**config.mk**
```make
export PLATFORM = sky130hd
export DESIGN_NAME = err_inj_gen
export DESIGN_NICKNAME = d
export VERILOG_FILES = /design/src/rtl/err_inj_pkg.sv /design/src/rtl/err_inj_lane.sv /design/src/rtl/err_inj_gen.sv
export SDC_FILE = /design/constraint.sdc
export NUM_CORES = 1
export LEC_CHECK = 0
export CAP_MARGIN = 20
export CORE_MARGIN = 1
export CORE_UTILIZATION = 41
export CTS_CLUSTER_DIAMETER = 150
export CTS_CLUSTER_SIZE = 24
export DETAILED_ROUTE_END_ITERATION = 6
export GPL_TIMING_DRIVEN = 0
export PLACE_DENSITY = 0.7
export SYNTH_ARGS = -nofsm -noshare
export SYNTH_HDL_FRONTEND = slang
export SYNTH_SLANG_ARGS = --single-unit
```
**constraint.sdc**
```tcl
create_clock -name i_clk -period 7.1 [get_ports i_clk]
set_clock_uncertainty 0.1 [all_clocks]
set_input_delay 2.13 -clock i_clk [delete_from_list [all_inputs] [get_ports i_clk]]
set_output_delay 2.13 -clock i_clk [all_outputs]
set_load 0.005 [all_outputs]
```
**src/rtl/err_inj_pkg.sv**
```systemverilog
// Shared types, constants and helpers for the Hamming-path error-injection generator.
package err_inj_pkg;

   typedef enum logic [1:0] {
      OFF    = 2'b00,
      SINGLE = 2'b01,
      DOUBLE = 2'b10,
      RSVD   = 2'b11
   } mode_e;

   typedef enum logic [1:0] {
      IDLE  = 2'b00,
      ARMED = 2'b01,
      DONE  = 2'b10
   } state_e;

   localparam logic [15:0] LFSR_TAPS = 16'hB400;

   // Folds an LFSR slice into [0, data_w); the slice is always below 2*data_w.
   function automatic int unsigned pos_wrap(input int unsigned r, input int unsigned data_w);
      return (r < data_w) ? r : r - data_w;
   endfunction

endpackage

```
**src/rtl/err_inj_lane.sv**
```systemverilog
// One injection channel: arm/disarm FSM, beat-period counter, mask build,
// registered data path and saturating injection counter.
module err_inj_lane
   import err_inj_pkg::*;
#(
   parameter int DATA_W = 16,
   parameter int CNT_W  = 16,
   parameter int POS_W  = $clog2(DATA_W)
) (
   input  logic              clk_i,
   input  logic              rst_ni,
   input  logic              cfg_we_i,
   input  logic              cfg_arm_i,
   input  mode_e             mode_i,
   input  logic              oneshot_i,
   input  logic [POS_W-1:0]  pos0_i,
   input  logic [POS_W-1:0]  pos1_i,
   input  logic [CNT_W-1:0]  period_i,
   input  logic              valid_i,
   input  logic [DATA_W-1:0] data_i,
   output logic              valid_o,
   output logic [DATA_W-1:0] data_o,
   output logic              inj_o,
   output logic              dbit_o,
   output logic [CNT_W-1:0]  inj_cnt_o
);

   localparam logic [POS_W:0] DATA_W_P = (POS_W + 1)'(DATA_W);

   state_e            state_q;
   logic [CNT_W-1:0]  cnt_q;
   logic [CNT_W-1:0]  period_m1;
   logic              hit;
   logic              pos0_ok;
   logic              pos1_ok;
   logic [DATA_W-1:0] mask_d;
   logic              dbit_d;
   logic              inj_d;
   logic [CNT_W-1:0]  inj_cnt_d;

   logic              valid_q;
   logic [DATA_W-1:0] data_q;
   logic              inj_q;
   logic              dbit_q;
   logic [CNT_W-1:0]  inj_cnt_q;

   assign period_m1 = (period_i == '0) ? '0 : period_i - 1'b1;
   assign hit       = valid_i && (state_q == ARMED) && (cnt_q == period_m1);
   assign pos0_ok   = {1'b0, pos0_i} < DATA_W_P;
   assign pos1_ok   = {1'b0, pos1_i} < DATA_W_P;

   always_comb begin
      // NOTE: every output of this block gets a default first, so no path can infer a latch.
      mask_d = '0;
      dbit_d = 1'b0;
      if (hit) begin
         if (((mode_i == SINGLE) || (mode_i == DOUBLE)) && pos0_ok) mask_d[pos0_i] = 1'b1;
         if ((mode_i == DOUBLE) && pos1_ok) mask_d[pos1_i] = 1'b1;
         dbit_d = (mode_i == DOUBLE) && pos0_ok && pos1_ok && (pos0_i != pos1_i);
      end
   end

   assign inj_d     = |mask_d;
   assign inj_cnt_d = (inj_d && (inj_cnt_q != '1)) ? inj_cnt_q + 1'b1 : inj_cnt_q;

   // A configuration write overrides whatever the coincident beat would have done.
   always_ff @(posedge clk_i or negedge rst_ni) begin
      if (!rst_ni) begin
         state_q <= IDLE;
         cnt_q   <= '0;
      end else if (cfg_we_i) begin
         cnt_q   <= '0;
         state_q <= cfg_arm_i ? ARMED : IDLE;
      end else if (valid_i && (state_q == ARMED)) begin
         if (hit) begin
            cnt_q <= '0;
            if (oneshot_i) state_q <= DONE;
         end else begin
            cnt_q <= cnt_q + 1'b1;
         end
      end
   end

   // NOTE: sequential state uses non-blocking assignments so all registers update together.
   always_ff @(posedge clk_i or negedge rst_ni) begin
      if (!rst_ni) begin
         valid_q   <= 1'b0;
         data_q    <= '0;
         inj_q     <= 1'b0;
         dbit_q    <= 1'b0;
         inj_cnt_q <= '0;
      end else begin
         valid_q   <= valid_i;
         data_q    <= data_i ^ mask_d;
         inj_q     <= inj_d;
         dbit_q    <= dbit_d;
         inj_cnt_q <= inj_cnt_d;
      end
   end

   assign valid_o   = valid_q;
   assign data_o    = data_q;
   assign inj_o     = inj_q;
   assign dbit_o    = dbit_q;
   assign inj_cnt_o = inj_cnt_q;

endmodule

```
**src/rtl/err_inj_gen.sv**
```systemverilog
// Multi-channel error-injection generator: shared LFSR and configuration
// registers fanned out to one err_inj_lane per encoded-word channel.
module err_inj_gen
   import err_inj_pkg::*;
#(
   parameter int          DATA_W    = 16,
   parameter int          NUM_CH    = 2,
   parameter int          CNT_W     = 16,
   parameter int          POS_W     = $clog2(DATA_W),
   parameter logic [15:0] LFSR_SEED = 16'hACE1
) (
   input  logic                     i_clk,
   input  logic                     i_rst_n,
   input  logic                     i_cfg_we,
   input  logic [1:0]               i_cfg_mode,
   input  logic                     i_cfg_rand,
   input  logic                     i_cfg_oneshot,
   input  logic [POS_W-1:0]         i_cfg_pos0,
   input  logic [POS_W-1:0]         i_cfg_pos1,
   input  logic [CNT_W-1:0]         i_cfg_period,
   input  logic [NUM_CH-1:0]        i_cfg_ch_en,
   input  logic [NUM_CH-1:0]        i_valid,
   input  logic [NUM_CH*DATA_W-1:0] i_data,
   output logic [NUM_CH-1:0]        o_valid,
   output logic [NUM_CH*DATA_W-1:0] o_data,
   output logic [NUM_CH-1:0]        o_inj,
   output logic [NUM_CH-1:0]        o_dbit,
   output logic [NUM_CH*CNT_W-1:0]  o_inj_cnt
);

   // An all-zero seed would lock the LFSR, so it is replaced by 1.
   localparam logic [15:0] SEED_EFF = (LFSR_SEED == 16'h0000) ? 16'h0001 : LFSR_SEED;

   mode_e            cfg_mode_q;
   logic             cfg_rand_q;
   logic             cfg_oneshot_q;
   logic [POS_W-1:0] cfg_pos0_q;
   logic [POS_W-1:0] cfg_pos1_q;
   logic [CNT_W-1:0] cfg_period_q;

   logic [15:0]      lfsr_q;
   logic [15:0]      lfsr_d;
   logic [POS_W-1:0] rnd_p0;
   logic [POS_W-1:0] rnd_p1;
   logic [POS_W-1:0] pos0;
   logic [POS_W-1:0] pos1;
   logic             cfg_arm;

   assign cfg_arm = (i_cfg_mode == SINGLE) || (i_cfg_mode == DOUBLE);

   always_ff @(posedge i_clk or negedge i_rst_n) begin
      if (!i_rst_n) begin
         cfg_mode_q    <= OFF;
         cfg_rand_q    <= 1'b0;
         cfg_oneshot_q <= 1'b0;
         cfg_pos0_q    <= '0;
         cfg_pos1_q    <= '0;
         cfg_period_q  <= '0;
      end else if (i_cfg_we) begin
         cfg_mode_q    <= mode_e'(i_cfg_mode);
         cfg_rand_q    <= i_cfg_rand;
         cfg_oneshot_q <= i_cfg_oneshot;
         cfg_pos0_q    <= i_cfg_pos0;
         cfg_pos1_q    <= i_cfg_pos1;
         cfg_period_q  <= i_cfg_period;
      end
   end

   assign lfsr_d = {1'b0, lfsr_q[15:1]} ^ (lfsr_q[0] ? LFSR_TAPS : 16'h0000);

   always_ff @(posedge i_clk or negedge i_rst_n) begin
      if (!i_rst_n) lfsr_q <= SEED_EFF;
      else          lfsr_q <= lfsr_d;
   end

   assign rnd_p0 = POS_W'(pos_wrap(32'(lfsr_q[POS_W-1:0]), DATA_W));
   assign rnd_p1 = ({1'b0, rnd_p0} == (POS_W + 1)'(DATA_W - 1)) ? '0 : rnd_p0 + 1'b1;
   assign pos0   = cfg_rand_q ? rnd_p0 : cfg_pos0_q;
   assign pos1   = cfg_rand_q ? rnd_p1 : cfg_pos1_q;

   for (genvar c = 0; c < NUM_CH; c++) begin : g_lane
      err_inj_lane #(
         .DATA_W (DATA_W),
         .CNT_W  (CNT_W),
         .POS_W  (POS_W)
      ) u_lane (
         .clk_i     (i_clk),
         .rst_ni    (i_rst_n),
         .cfg_we_i  (i_cfg_we),
         .cfg_arm_i (cfg_arm && i_cfg_ch_en[c]),
         .mode_i    (cfg_mode_q),
         .oneshot_i (cfg_oneshot_q),
         .pos0_i    (pos0),
         .pos1_i    (pos1),
         .period_i  (cfg_period_q),
         .valid_i   (i_valid[c]),
         .data_i    (i_data[c*DATA_W +: DATA_W]),
         .valid_o   (o_valid[c]),
         .data_o    (o_data[c*DATA_W +: DATA_W]),
         .inj_o     (o_inj[c]),
         .dbit_o    (o_dbit[c]),
         .inj_cnt_o (o_inj_cnt[c*CNT_W +: CNT_W])
      );
   end

endmodule

```
==> results.py, run 1 <==
metrics = {
    "finish": {
        "finish.utilization": 0.530,
        "drive_above_1_share": 0.0987,
        "antenna_cells": 0,
        "area_growth_pct": 27.2,
        "num-nets-final": 1125,
    },
    "die": {
        "row_count": 52,
        "die_y_um": 145,
        "start_util": 0.417,
        "dieWidth_um": 145,
        "dieArea_um2": 21200,
        "boundaryPins": 137,
        "core_um2": 20200,
    },
    "critical_path": {
        "endpoint_kind": "flip-flop",
        "worstSetupStartpointType": "input port",
        "worstPathRequired_ps": 7300,
        "critical-path-max-stage-delay_ps": 480,
        "worstPathCellList": "clkdlybuf4s50_1 -> nand2_1 -> or2_2 -> clkbuf_1 -> a211oi_1 -> o2111a_1 -> and3_1 -> and3_1 -> clkbuf_1 -> buf_2 -> nand2_1 -> xnor2_1",
        "crit_slowest_cell": "clkdlybuf4s50_1",
        "path_class": "in2reg",
        "arrival_ps": 5140,
        "crit_fanout": 10,
    },
    "timing": {
        "fmax_mhz": 202,
        "drv_slew": 0,
        "rsz0062_at_grt": "no",
        "worstMarginPinSlew_ps": 1040,
        "timing.final.crit_period_ps": 4940,
        "finalHoldViolCount": 0,
        "fin_ws_ps": 2160,
        "fin_crit_sh": 0.696,
        "max_slew_margin": 0.301,
        "setup_viol": 0,
    },
    "synth": {
        "ys_warn_count": 0,
        "synthArstFlopShare": 1.00,
        "avgSynthCellArea_um2": 9.42,
        "yosysSeqAreaShare": 0.446,
        "synth_area_um2": 8440,
        "syn_inst": 896,
        "synth_most_common_cell": "dfrtp_1",
        "synth_top_flop_cell": "dfrtp_1",
        "yosysTopAreaCell": "dfrtp_1",
        "yosysUniqueCellTypes": 67,
        "syn_nets": 970,
        "synth.area.top_cells": "dfrtp_1 (42%), nand3_1 (5.0%), xnor2_1 (4.9%), xor2_1 (4.7%), nand2_1 (4.4%)",
        "synth-edff-count": 0,
        "ys_ff_latch": 150,
        "synth_common_cells": "dfrtp_1 (142), nand2_1 (100), nand3_1 (84), xnor2_1 (47)",
        "netlist.area_leader.share": 0.421,
    },
    "power_and_ir_drop": {
        "leakagePower_nw": 4.29,
        "power_density_nw_per_um2": 195,
        "ir_worst_vdd_uv": 165,
    },
    "clock_network": {
        "clkTransAtPathRegs_ps": 60,
        "cts_sinks": 150,
        "clockRootBuffer": "clkbuf_16",
        "htreeDepth": 4,
        "cts.path.max_buffers": 2,
        "cts_hold_buf": 0,
        "insertion_delay_ps": 420,
        "cts_buffers": 17,
        "postCtsSetupBuffers": 0,
        "cts.repair.resized": 0,
        "cts_tree": "done",
    },
    "placement": {
        "dp_hpwl_um": 16400,
        "dpl_worst_slack_ps": 1720,
        "place_congestion": 0.889,
        "portBuffers": 135,
    },
    "route": {
        "wire_per_inst_um": 16.8,
        "drt_iter0_markers": 493,
        "final_antenna_net_count": 0,
        "routed_wl_um": 22400,
        "vias": 7267,
        "post_drt_via_cell_ratio": 5.45,
        "drc": 0,
        "drtPass1Iterations": 5,
    },
    "global_routing": {
        "grt_pass1_vias": 6951,
        "antenna_found_initial": 0,
        "grt_pass1_wl_um": 36800,
        "gr-total-overflow": 0,
        "grt_max_degree": 92,
        "track_usage": 0.218,
    },
    "worst_hold_path": {
        "hold_path.class": "reg2reg",
    },
    "run_status": {
        "status": "finished, final reports clean",
    },
    "flow_run": {
        "maxCapViolations": 0,
    },
}
[registers in the layout, indices dropped and copies added (netlist names)]
name,count
g_lane.u_lane.cnt_q,32
cfg_pos1_q,4
cfg_oneshot_q,1
g_lane.u_lane.state_q,4
g_lane.u_lane.dbit_o,2
g_lane.u_lane.inj_cnt_o,32
cfg_period_q,16
cfg_pos0_q,4
g_lane.u_lane.inj_o,2
cfg_rand_q,1
cfg_mode_q,2
lfsr_q,16
g_lane.u_lane.valid_o,2
g_lane.u_lane.data_o,32
[cell usage in the layout (no fill, tap or decap), types with 9 or more instances in the layout]
cell type,netlist,final
xnor2_1,47,47
nand3_1,84,84
clkdlybuf4s50_1,0,134
nand3b_1,10,10
o22ai_1,16,16
or3_1,14,14
dfrtp_1,142,142
mux2i_1,12,12
xor2_1,45,45
o21ai_0,30,30
and3_1,19,19
mux2_2,23,23
a21oi_1,23,23
nor4_2,11,11
nor3_1,28,28
nor2_1,43,43
inv_1,19,19
a31oi_1,30,30
or2_2,9,9
nand2_1,100,100
nor4_1,13,13
clkbuf_16,0,17
clkbuf_1,45,46
[worst max-delay path, delay by kind of cell]
kind,cells,cell delay [ps]
buf+inv,4,1470
simple gates,5,900
compound gates,2,500
xor+xnor,1,140
[cells by family after synthesis]
kind of cell	share of synthesized area
AOI/OAI and AO/OA	0.109
buffers and inverters	0.0426
xor gates and xnor gates	0.0974
DFF	0.446
adders and majority gates	0.0104
and+or+nand+nor	0.249
muxes	0.0449
[cell type report]
type                    instances  area, um2
repair buffers                136       1380
inverters                      20       75.1
clock buffers                  20        457
well taps                     270        338
fillers                      1858       9500
plain buffers                  64        284
multi-input cells             662       4310
flip-flops and latches        150       3760
clock inverters                12        119
[metal layers]
metal  wire (um)  global-route usage
met1       10300               0.290
met2       10500               0.350
met3        1050              0.0414
met4         579              0.0858
met5           0                   0
[report_power, final]
group,internal [mW],switching [mW]
combinational,0.127,0.167
clock,0.508,0.382
sequential,0.882,0.0253
total,1.52,0.574
[stage by stage]
stage	hold WS, ps	std cells	TNS [ps]	cell area, um2	total power [mW]
global route	260	1334	0	10700	2.18
finish	253	1334	0	10700	2.09
global placement	237	1301	-335630	10100	1.21
detailed placement	242	1302	0	10200	1.22
CTS	256	1334	0	10700	2.11
floorplan	231	896	0	8440	1.08
[final timing paths]
path / startpoint / endpoint / depth (start not counted) / slack (ps)
max in group asynchronous: i_rst_n / lfsr_q[5] / 2 / 4490
min: lfsr_q[8] / lfsr_q[7] / 0 / 250
max: i_valid[1] / g_lane[1].u_lane.data_o[11] / 12 / 2160
min reg2reg: lfsr_q[8] / lfsr_q[7] / 0 / 250
min in group asynchronous: i_rst_n / g_lane[1].u_lane.inj_cnt_o[1] / 1 / 1570
max reg2reg: cfg_period_q[15] / g_lane[0].u_lane.cnt_q[13] / 12 / 2340
No activity file was read; power rests on OpenSTA's default activity.
==> run 2: changes to the inputs <==
--- a/config.mk
+++ b/config.mk
@@ -12,7 +12,7 @@
 export CTS_CLUSTER_SIZE = 24
 export DETAILED_ROUTE_END_ITERATION = 6
 export GPL_TIMING_DRIVEN = 0
-export PLACE_DENSITY = 0.7
+export PLACE_DENSITY = 0.72
 export SYNTH_ARGS = -nofsm -noshare
 export SYNTH_HDL_FRONTEND = slang
 export SYNTH_SLANG_ARGS = --single-unit
==> constraint.sdc (replaced) <==
create_clock -name i_clk -period 4.15 [get_ports i_clk]
set_clock_uncertainty 0.1 [all_clocks]
set_input_delay 1.245 -clock i_clk [delete_from_list [all_inputs] [get_ports i_clk]]
set_output_delay 1.245 -clock i_clk [all_outputs]
set_load 0.005 [all_outputs]
==> run 2 against run 1 <==
Effect of this change:
- sequential power up 72%
- sequential cell count unchanged
- power up 82%
- via count up 2.1%
- sequential share of layout area down 0.61 points
- critical path type is now reg2reg
- worst setup slack worse by 1900 ps
- die area unchanged
- global-route usage up 0.063 points
==> results.py, run 2 (same netlist as run 1, synthesis figures left out) <==
metrics = {
    "timing": {
        "finalHoldViolCount": 0,
        "fmax_mhz": 254,
        "drv_slew": 0,
        "worstMarginPinSlew_ps": 1120,
        "setup_viol": 0,
        "fin_crit_sh": 0.949,
        "timing.final.crit_period_ps": 3940,
        "max_slew_margin": 0.248,
    },
    "global_routing": {
        "antenna_found_initial": 0,
        "grt_pass1_wl_um": 37100,
        "gr-total-overflow": 0,
        "grt_pass1_vias": 7180,
        "grt_max_degree": 82,
        "track_usage": 0.218,
    },
    "finish": {
        "design_area_um2": 10900,
        "finish.utilization": 0.540,
        "area_growth_pct": 29.4,
        "antenna_cells": 0,
        "num-nets-final": 1126,
        "layout_commonest_cell": "dfrtp_1",
        "final_cell_mix": "dfrtp_1 (142), clkdlybuf4s50_1 (134), nand2_1 (100)",
        "drive_above_1_share": 0.114,
    },
    "clock_network": {
        "cts_sinks": 150,
        "clockRootBuffer": "clkbuf_16",
        "cts_hold_buf": 0,
        "cts.path.max_buffers": 2,
        "cts_buffers": 17,
        "cts_tree": "done",
        "insertion_delay_ps": 420,
        "htreeDepth": 4,
        "clkTransAtPathRegs_ps": 60,
    },
    "die": {
        "row_count": 52,
        "die_y_um": 145,
        "boundaryPins": 137,
        "start_util": 0.417,
        "core_um2": 20200,
        "dieArea_um2": 21200,
        "dieWidth_um": 145,
    },
    "worst_hold_path": {
        "hold_path.class": "reg2reg",
    },
    "route": {
        "final_antenna_net_count": 0,
        "drt_iter0_markers": 584,
        "vias": 7422,
        "wire_per_inst_um": 16.6,
        "drtPass1Iterations": 5,
        "routed_wl_um": 22200,
        "post_drt_via_cell_ratio": 5.56,
        "drc": 0,
    },
    "placement": {
        "place_congestion": 0.915,
        "place_area_um2": 10200,
        "dp_hpwl_um": 16100,
        "portBuffers": 135,
    },
    "power_and_ir_drop": {
        "ir_worst_vdd_uv": 275,
        "leakagePower_nw": 4.37,
        "power_density_nw_per_um2": 349,
    },
    "critical_path": {
        "path_class": "reg2reg",
        "worstPathRequired_ps": 4360,
        "crit_fanout": 10,
        "arrival_ps": 4150,
        "endpoint_kind": "flip-flop",
        "worstSetupStartpointType": "flip-flop",
    },
    "flow_run": {
        "maxCapViolations": 0,
    },
    "run_status": {
        "status": "finished, final reports clean",
    },
}
-- run 2: cell count changes in the layout (fill, tap and decap cells not counted), sizes merged --
cell      delta
clkinvlp     -2
bufinv       +4
buf          +6
inv          -1
clkbuf       -6
-- run 2: worst paths after layout --
path | endpoint | slack (ps) | cells after the start | from
max in group asynchronous | lfsr_q[5] | 2370 | 2 | i_rst_n
setup reg to reg | g_lane[0].u_lane.inj_cnt_o[1] | 210 | 10 | cfg_period_q[0]
hold reg to reg | lfsr_q[8] | 250 | 0 | lfsr_q[9]
min in group asynchronous | g_lane[0].u_lane.inj_cnt_o[6] | 740 | 1 | i_rst_n
setup / recovery | g_lane[0].u_lane.inj_cnt_o[1] | 210 | 10 | cfg_period_q[0]
hold / removal | lfsr_q[8] | 250 | 0 | lfsr_q[9]
-- run 2: final cells by class --
cell class	instances	area, um2
sequential	150	3760
clock inverter	13	219
clock buffer	19	443
timing repair buffer	140	1410
multi-input combinational	662	4390
fill	1793	9310
tap	270	338
inverter	20	75.1
buffer	61	279
-- run 2: timing repair --
action,in CTS,in global routing
buffers inserted,3,1
gates resized for setup,7,15
setup endpoints to repair,96,64
pin swaps,2,0
cloned,0,0
-- run 2: metrics by stage --
stage / TNS (ps) / hold slack [ps] / instances / power, mW / setup slack, ps
after global placement: -671290 / 236 / 1301 / 2.07 / -4410
final: 0 / 252 / 1335 / 3.81 / 211
after detailed placement: -28560 / 243 / 1302 / 2.08 / -491
after global routing: -62.6 / 255 / 1335 / 3.94 / -53.9
after floorplan: 0 / 231 / 896 / 1.85 / 399
after CTS: 0 / 255 / 1336 / 3.82 / 2.58
-- run 2: metal layers --
metal  up-vias  track usage  routed length (um)
met1      3622        0.292               10200
met3        40       0.0423                1080
met4         0       0.0889                 590
met5         -            0                   0
li1       3524            -                   -
met2       236        0.348               10400
-- run 2: worst max-delay path, cell delays in order, from the launching register on --
cell	delay [ps]
dfrtp_1	450
inv_1	200
ha_1	290
nor3b_4	340
nand4_1	180
clkbuf_1	280
or4b_2	700
a221oi_4	380
nand2_4	150
nor3_1	370
mux2_2	370
-- run 2: power breakdown --
| group | switching [mW] | internal [mW] | leakage [nW] |
|---|---|---|---|
| sequential | 0.0475 | 1.51 | 1.92 |
| combinational | 0.289 | 0.223 | 2.13 |
| clock | 0.645 | 1.09 | 0.324 |
